$ cat config.mk
export PLATFORM = sky130hd
export DESIGN_NAME = c_add_accum_win
export DESIGN_NICKNAME = d
export VERILOG_FILES = /design/src/rtl/c_add_accum_win_pkg.sv /design/src/rtl/c_add_accum_win_nto1.sv /design/src/rtl/c_add_accum_win.sv
export SDC_FILE = /design/constraint.sdc
export NUM_CORES = 1
export LEC_CHECK = 0
export CORE_ASPECT_RATIO = 1.25
export CORE_UTILIZATION = 39
export DETAILED_ROUTE_END_ITERATION = 8
export PLACE_DENSITY_LB_ADDON = 0.1
export SLEW_MARGIN = 30
export SYNTH_ARGS = -nofsm -noshare
export SYNTH_HDL_FRONTEND = slang
export SYNTH_SLANG_ARGS = --single-unit
export TNS_END_PERCENT = 50
$ cat constraint.sdc
create_clock -name clk -period 3.2 [get_ports clk]
set_clock_uncertainty 0.2 [all_clocks]
set_input_delay 0.64 -clock clk [delete_from_list [all_inputs] [get_ports clk]]
set_output_delay 0.64 -clock clk [all_outputs]
set_load 0.05 [all_outputs]
$ cat src/rtl/c_add_accum_win_pkg.sv
// Shared state encoding and helper functions for the windowed accumulator.
package c_add_accum_win_pkg;

  typedef enum logic [1:0] {
    ST_IDLE  = 2'd0,
    ST_ACCUM = 2'd1,
    ST_HOLD  = 2'd2
  } state_e;

  // Ceiling of log2; clogb(1) = 0, clogb(2) = 1, clogb(5) = 3.
  function automatic int clogb(input int value);
    int result_v;
    result_v = 0;
    for (int i = 0; i < 31; i++) begin
      result_v = ((32'sd1 <<< i) < value) ? (i + 1) : result_v;
    end
    return result_v;
  endfunction

endpackage

$ cat src/rtl/c_add_accum_win_nto1.sv
// Combinational unsigned sum of num_ports width-bit fields packed in data_in.
import c_add_accum_win_pkg::*;

module c_add_accum_win_nto1 #(
  parameter int width     = 1,
  parameter int num_ports = 2,
  parameter int sum_width = width + clogb(num_ports)
) (
  input  logic [width*num_ports-1:0] data_in,
  output logic [sum_width-1:0]       sum
);

  // Add every field, each zero-extended to the full sum width.
  always_comb begin
    sum = '0;
    for (int i = 0; i < num_ports; i++) begin
      sum = sum + sum_width'(data_in[i*width +: width]);
    end
  end

endmodule

$ cat src/rtl/c_add_accum_win.sv
// Windowed accumulator: sums num_ports fields per cycle over a programmable window.
// Define C_ADD_ACCUM_WIN_SAT_EN for a saturating accumulator with sticky sat flag.
import c_add_accum_win_pkg::*;

module c_add_accum_win #(
  parameter int width        = 1,
  parameter int num_ports    = 2,
  parameter int window_width = 8,
  parameter int acc_width    = 16
) (
  input  logic                       clk,
  input  logic                       reset,
  input  logic                       start,
  input  logic [window_width-1:0]    window_len,
  input  logic [width*num_ports-1:0] data_in,
  output logic                       busy,
  output logic [acc_width-1:0]       result,
  output logic                       result_valid,
  input  logic                       result_ack,
  output logic                       sat
);

  localparam int sum_width = width + clogb(num_ports);
  localparam int cnt_width = clogb((32'sd1 <<< window_width) + 32'sd1);

  state_e                 state_r, state_nxt_s;
  logic                   load_s, step_s, done_s, clamp_s;
  logic [sum_width-1:0]   sum_s;
  logic [acc_width-1:0]   acc_r, acc_nxt_s, result_r;
  logic [cnt_width-1:0]   cnt_r, len_r, cnt_inc_s, len_load_s;
  logic                   busy_r, result_valid_r, sat_r;

  c_add_accum_win_nto1 #(
    .width     (width),
    .num_ports (num_ports)
  ) u_sum (
    .data_in (data_in),
    .sum     (sum_s)
  );

  assign cnt_inc_s  = cnt_r + cnt_width'(1);
  // A zero length selects the full 2^window_width window.
  assign len_load_s = (window_len == '0) ? (cnt_width'(1) << window_width)
                                         : cnt_width'(window_len);

  // Next accumulator value: clamp or wrap depending on build.
  always_comb begin
`ifdef C_ADD_ACCUM_WIN_SAT_EN
    logic [acc_width:0] wide_s;
    wide_s    = {1'b0, acc_r} + (acc_width+1)'(sum_s);
    clamp_s   = wide_s[acc_width];
    acc_nxt_s = clamp_s ? {acc_width{1'b1}} : wide_s[acc_width-1:0];
`else
    clamp_s   = 1'b0;
    acc_nxt_s = acc_r + acc_width'(sum_s);
`endif
  end

  // FSM state register.
  always_ff @(posedge clk or negedge reset) begin
    if (!reset) begin
      state_r <= ST_IDLE;
    end else begin
      state_r <= state_nxt_s;
    end
  end

  // FSM next-state and datapath strobes.
  always_comb begin
    state_nxt_s = state_r;
    load_s      = 1'b0;
    step_s      = 1'b0;
    done_s      = 1'b0;
    case (state_r)
      ST_IDLE: begin
        if (start) begin
          load_s      = 1'b1;
          state_nxt_s = ST_ACCUM;
        end else begin
          state_nxt_s = ST_IDLE;
        end
      end
      ST_ACCUM: begin
        step_s = 1'b1;
        if (cnt_inc_s == len_r) begin
          done_s      = 1'b1;
          state_nxt_s = ST_HOLD;
        end else begin
          state_nxt_s = ST_ACCUM;
        end
      end
      ST_HOLD: begin
        if (result_ack && start) begin
          load_s      = 1'b1;
          state_nxt_s = ST_ACCUM;
        end else if (result_ack) begin
          state_nxt_s = ST_IDLE;
        end else begin
          state_nxt_s = ST_HOLD;
        end
      end
      default: begin
        state_nxt_s = ST_IDLE;
      end
    endcase
  end

  // Counter, accumulator and registered outputs.
  always_ff @(posedge clk or negedge reset) begin
    if (!reset) begin
      acc_r          <= '0;
      cnt_r          <= '0;
      len_r          <= '0;
      result_r       <= '0;
      sat_r          <= 1'b0;
      busy_r         <= 1'b0;
      result_valid_r <= 1'b0;
    end else begin
      if (load_s) begin
        acc_r <= '0;
        cnt_r <= '0;
        len_r <= len_load_s;
        sat_r <= 1'b0;
      end else if (step_s) begin
        acc_r <= acc_nxt_s;
        cnt_r <= cnt_inc_s;
        sat_r <= sat_r | clamp_s;
      end
      // The final sample lands in result on the same edge it is summed.
      if (done_s) begin
        result_r <= acc_nxt_s;
      end
      busy_r         <= (state_nxt_s != ST_IDLE);
      result_valid_r <= (state_nxt_s == ST_HOLD);
    end
  end

  assign busy         = busy_r;
  assign result       = result_r;
  assign result_valid = result_valid_r;
  assign sat          = sat_r;

endmodule

==> impl_metrics.tcl, run 1 <==
set metrics [dict create \
    r2r-end "result[10]" \
    dieArea_mm2 0.00774 \
    dpl-instance-area_mm2 0.00331 \
    grt_pass1_vias 2137 \
    h-tree-depth 2 \
    setup_viol 0 \
    place_hpwl_mm 4.21 \
    synth.distinct_cells 41 \
    layout_min_cycle_time_ns 2.83 \
    drv_cap 0 \
    diodes 0 \
    pin_count 33 \
    crit_type "input port to flip-flop" \
    worst_ep_required_time_ns 3.20 \
    ctsResizeCount 0 \
    route.detailed.drc 0 \
    antenna_found_initial 0 \
    vias 2114 \
    start_util 0.408 \
    yosysWarnings 0 \
    crit_arrival_ns 2.83 \
    clk_path_buf_depth 2 \
    io_buffer_count 31 \
    cp-end-kind "flip-flop" \
    fin_crit_sh 0.885 \
    nFillCells 712 \
    final_layout_size_suffix_gt1_frac 0.159 \
    post-route-util 0.484 \
    grt_max_degree 29 \
    core_area_mm2 0.00706 \
    cp_max_fo 6 \
    grt_pass1_wl_mm 10.4 \
    vias_per_cell 5.16 \
    synth_edf_count 0 \
    drtAntennaViolNets 0 \
    wl_per_cell_um 14.0 \
    ys_async_sr_fraction 1.00 \
    track_usage 0.170 \
    max_freq_mhz 353 \
    rr_worst_depth 8 \
    met3_usage 0.0280 \
    die_y_um 98.1 \
    hp-class "input port to asynchronous set/reset pin" \
    ys_top_cells_by_area "dfrtp_1 47%, o21ai_0 6.6%, mux2_2 6.3%, xnor2_1 4.6%, xor2_1 3.9%" \
    syn_area_mm2 0.00288 \
    clk_latency_ns 0.30 \
    numClockSinks 54 \
    r2r_slack_ns 0.46 \
    outcome "complete, no violations" \
    area_delta_synth_final_pct 18.7 \
    synth_top_area_cell "dfrtp_1" \
    max_slew_margin 0.584 \
    slew_viol_final 0 \
    fin_nets 336 \
    wl_mm 5.74 \
    top_usage_layer "met2" \
    grt_use_met2 0.288 \
    cts.clk_slew.worst_paths_ns 0.10 \
    crit_path_start_kind "input port" \
    finalHoldViolCount 0 \
    drt_pass1_iterations 4 \
    stdcell_area_mm2 0.00342 \
    cts_buffers 5 \
    yosys_register_bits 54 \
    gp_congestion 0.760 \
    drt_iter0_drc 115 \
    yosysSeqAreaShare 0.469 \
    die_x_um 78.9 \
    cts_tree "yes" \
    grt_setup_unrepaired "false" \
    cts-hold-fix-buffers 0 \
    synth_top_area_share 0.469 \
    cts-root-buf "clkbuf_8" \
    powerDensity_mw_per_mm2 760 \
    grt_use_met1 0.224 \
    ir_drop_mv 0.348 \
    syn_avg_cell_area_um2 10.2 \
    ys.flop_type "dfrtp_1" \
    cts_setup_buffers 0 \
    worstReg2RegStart "cnt_r[1]" \
    syn-num-nets 300 \
    syn_inst 283 \
    rows 34 \
    grt_overflow 0 \
    tightestPinTransition_ns 0.624 \
    p_leak_nw 1.48 \
    setup_tns_ns 0 \
]
synthesized netlist by cell type, drive strengths merged, types with 8 or more instances:
cell,instances
clkbuf,9
xor2,13
dfrtp,54
buf,9
nand2,27
mux2,22
nor2,18
o21ai,38
inv,8
nand3,8
o31ai,8
xnor2,15
worst max-delay path by stage:
stage / slack [ns] / end / start
after global routing: 0.19 / result[14] / data_in[0]
final: 0.37 / result[14] / data_in[0]
after global placement: 0.01 / result[14] / data_in[0]
after CTS: 0.34 / result[14] / data_in[0]
after floorplan: 0.30 / result[14] / data_in[0]
after detailed placement: 0.002 / result[14] / data_in[0]
cell type report:
type,instances,area [µm²],share of cell area
Inverter,8,30.0,0.00878
Clock buffer,7,76.3,0.0223
Sequential cell,54,1350,0.395
Timing Repair Buffer,47,450,0.132
Tap cell,90,113,0.0329
Clock inverter,1,30.0,0.00878
Multi-Input combinational cell,203,1370,0.401
state kept, by name, indices dropped and copies added, names as in the netlist:
name	cells
acc_r	16
result_valid	1
state_r	2
cnt_r	9
len_r	9
busy	1
result	16
power breakdown:
group	switching [mW]	internal [mW]	total (mW)	leakage [nW]
Clock	0.218	0.235	0.452	0.0524
Combinational	0.639	0.481	1.12	0.725
Sequential	0.174	0.853	1.03	0.706
Total	1.03	1.57	2.60	1.48
through the flow:
step                setup slack, ns  hold WS, ns  power (mW)  cells
global placement             0.0116        0.287        2.16    402
CTS                           0.336        0.164        2.64    410
floorplan                     0.302        0.144        1.84    283
global route                  0.189        0.183        2.81    410
finish                        0.367        0.140        2.60    410
detailed placement          0.00229        0.291        2.18    402
kinds of logic after synthesis:
family / share of synthesized area
buffers and inverters: 0.0586
flip-flops: 0.469
multiplexers: 0.101
AND/OR/NAND/NOR: 0.157
adder cells (fa/ha/maj): 0.0156
AO/OA/AOI/OAI: 0.113
other: 0.00130
XOR/XNOR: 0.0851
worst max-delay path: stages:
cell             delay, ns
clkdlybuf4s50_1       0.45
inv_1                 0.05
fa_1                  0.43
inv_1                 0.07
ha_1                  0.15
nand3_1               0.10
nor3_1                0.22
buf_4                 0.17
and3_1                0.21
xor2_1                0.08
mux2_4                0.26
layout by cell type (no fill, tap or decap), types with 2 or more instances in the layout:
| cell | Yosys | final |
|---|---|---|
| dfrtp_1 | 54 | 54 |
| o21ai_0 | 38 | 38 |
| clkdlybuf4s50_1 | 0 | 30 |
| nand2_1 | 27 | 27 |
| nor2_1 | 18 | 18 |
| mux2_2 | 16 | 16 |
| xnor2_1 | 15 | 15 |
| buf_4 | 2 | 14 |
| xor2_1 | 13 | 13 |
| inv_1 | 8 | 8 |
| o31ai_1 | 8 | 8 |
| nand3_1 | 7 | 7 |
| a21oi_1 | 7 | 7 |
| mux2_4 | 6 | 6 |
| nand4_1 | 5 | 5 |
| nor3_1 | 5 | 5 |
| clkbuf_8 | 0 | 5 |
| and3_1 | 4 | 4 |
| nor4_1 | 4 | 4 |
| nor2b_1 | 3 | 3 |
| and2_1 | 3 | 3 |
| o22ai_1 | 3 | 3 |
| mux2i_1 | 2 | 2 |
| ha_1 | 2 | 2 |
| clkbuf_1 | 9 | 2 |
| buf_12 | 2 | 2 |
layer usage:
layer	vias up	part of all wire
met5	-	0
met4	0	0.0092
met3	4	0.023
met2	36	0.51
met1	1030	0.46
li1	1044	-
(Power assumes the default switching activity.)
==> inputs of run 2 (changes only) <==
ABC_CLOCK_PERIOD_IN_PS = 3200   (was default)
==> results of run 2 <==
Final layout, timing and power as in run 1 (identical DEF).
==> inputs of run 3 (changes only) <==
ABC_CLOCK_PERIOD_IN_PS = default   (was 3200)
CORE_MARGIN = 8   (was default)
==> impl_metrics.tcl, run 3 (synthesis results as in run 1) <==
set metrics [dict create \
    cts.clk_slew.worst_paths_ns 0.10 \
    dpl-instance-area_mm2 0.00329 \
    p_sw_mw 1.04 \
    vias 2117 \
    clk_path_buf_depth 2 \
    grt_overflow 0 \
    place_hpwl_mm 4.31 \
    vias_per_cell 5.15 \
    fin_ws_ns 0.331 \
    drtAntennaViolNets 0 \
    setup_viol 0 \
    wl_per_cell_um 14.7 \
    area_delta_synth_final_pct 19.2 \
    cp_max_fo 18 \
    start_util 0.397 \
    outcome "complete, no violations" \
    wl_mm 6.04 \
    cp-end-kind "flip-flop" \
    route.detailed.drc 0 \
    critPathBufInv 1 \
    pin_count 33 \
    crit_type "flip-flop to flip-flop" \
    grt_max_degree 30 \
    drv_cap 0 \
    track_usage 0.126 \
    h-tree-depth 2 \
    dieArea_mm2 0.0104 \
    crit_arrival_ns 2.87 \
    hp-class "input port to asynchronous set/reset pin" \
    fin_nets 335 \
    layout_common_cells "54 x dfrtp_1, 38 x o21ai_0, 30 x clkdlybuf4s50_1, 27 x nand2_1, 18 x nor2_1" \
    ir_drop_mv 0.284 \
    finalHoldViolCount 0 \
    cts-root-buf "clkbuf_8" \
    die_x_um 92.9 \
    slowest_delay_ns 0.52 \
    swShare 0.386 \
    p_int_mw 1.65 \
    grt_pass1_wl_mm 10.8 \
    final_layout_size_suffix_gt1_frac 0.160 \
    slew_viol_final 0 \
    cts_tree "yes" \
    stdcell_area_mm2 0.00344 \
    core_area_mm2 0.00727 \
    place_ws_ns -0.00649 \
    cp_slowest_cell "or4_1" \
    layout_commonest_cell "dfrtp_1" \
    place_inst 403 \
    max_freq_mhz 349 \
    tightestPinTransition_ns 0.808 \
    p_leak_nw 1.49 \
    dr_wl_met3_um 216 \
    gp_congestion 0.775 \
    io_buffer_count 31 \
    numClockSinks 54 \
    crit_path_start_kind "flip-flop" \
    diodes 0 \
    cts_buffers 5 \
    max_slew_margin 0.462 \
    r2r_slack_ns 0.33 \
    cts-hold-fix-buffers 0 \
    drt_iter0_drc 63 \
    nFillCells 713 \
    grt_setup_unrepaired "false" \
    worstPathCellList "ha_1 -> nand3_2 -> nor3_1 -> and3_2 -> nor4_1 -> or4_1 -> buf_4 -> mux2_4" \
    fin_crit_sh 0.897 \
    routed.top_layer "met4" \
    ctsResizeCount 0 \
    powerDensity_mw_per_mm2 781 \
    layout_min_cycle_time_ns 2.87 \
    cpLargestDelayFamily "simple AND/OR/NAND/NOR gates" \
    worst_ep_required_time_ns 3.20 \
    fin_cells 411 \
    drt-met1-wl_mm 2.66 \
    cts_setup_buffers 0 \
    drt_pass1_iterations 4 \
    grt_pass1_vias 2222 \
    die_y_um 112 \
    seqPwrFrac 0.384 \
    rows 35 \
    clk_latency_ns 0.31 \
    routed-wl-met2_mm 2.92 \
    p_comb_frac 0.407 \
    antenna_found_initial 0 \
    clockPowerShare 0.209 \
]
## run 3: cell count changes in the layout (fill, tap and decap cells not counted), sizes merged
cell and delta:
bufinv +1, clkbuf -1, buf -1
## run 3: layout make-up
type                    count  area (µm²)  area share
multi-input cells         203        1370       0.398
flip-flops and latches     54        1350       0.393
clock inverters             2        60.1      0.0175
repair buffers             46         430       0.125
well taps                  92         115      0.0335
inverters                   8        30.0     0.00874
clock buffers               6        82.6      0.0240
## run 3: final timing paths
path,startpoint,end,cells past startpoint
min in group clk,result[6],result[6],1
worst min-delay path,reset,result[0],1
max in group asynchronous,reset,cnt_r[4],2
worst min register to register,result[6],result[6],1
worst max-delay path,cnt_r[0],result[9],8
worst max register to register,cnt_r[0],result[9],8
## run 3: metal layers
layer  up-vias  GRT usage
met1      1013      0.158
met4         0     0.0690
met3        16     0.0267
met5         -          0
li1       1047          -
met2        41      0.196
## run 3: power by group through the flow
| stage | Sequential (mW) | Clock [mW] | Combinational [mW] |
|---|---|---|---|
| 2_1_floorplan | 1.10 | 0 | 0.742 |
| 3_3_place_gp | 1.04 | 0 | 1.09 |
| 3_5_place_dp | 1.05 | 0 | 1.11 |
| 4_1_cts | 1.03 | 0.581 | 1.11 |
| 5_1_grt | 1.07 | 0.605 | 1.22 |
| 6_report | 1.03 | 0.561 | 1.09 |
## run 3: metrics by stage
stage	hold slack, ns	power, mW	utilization	TNS [ns]
floorplan	0.144	1.84	-	0
global placement	0.288	2.14	0.453	0
detailed placement	0.296	2.15	0.453	-0.00649
CTS	0.165	2.73	0.473	0
global route	0.177	2.89	0.473	0
finish	0.140	2.68	0.473	0
## run 3: worst reg2reg max path, stage by stage (launching register included)
cell	delay, ns
dfrtp_1	0.50
ha_1	0.24
nand3_2	0.13
nor3_1	0.32
and3_2	0.23
nor4_1	0.05
or4_1	0.52
buf_4	0.25
mux2_4	0.32
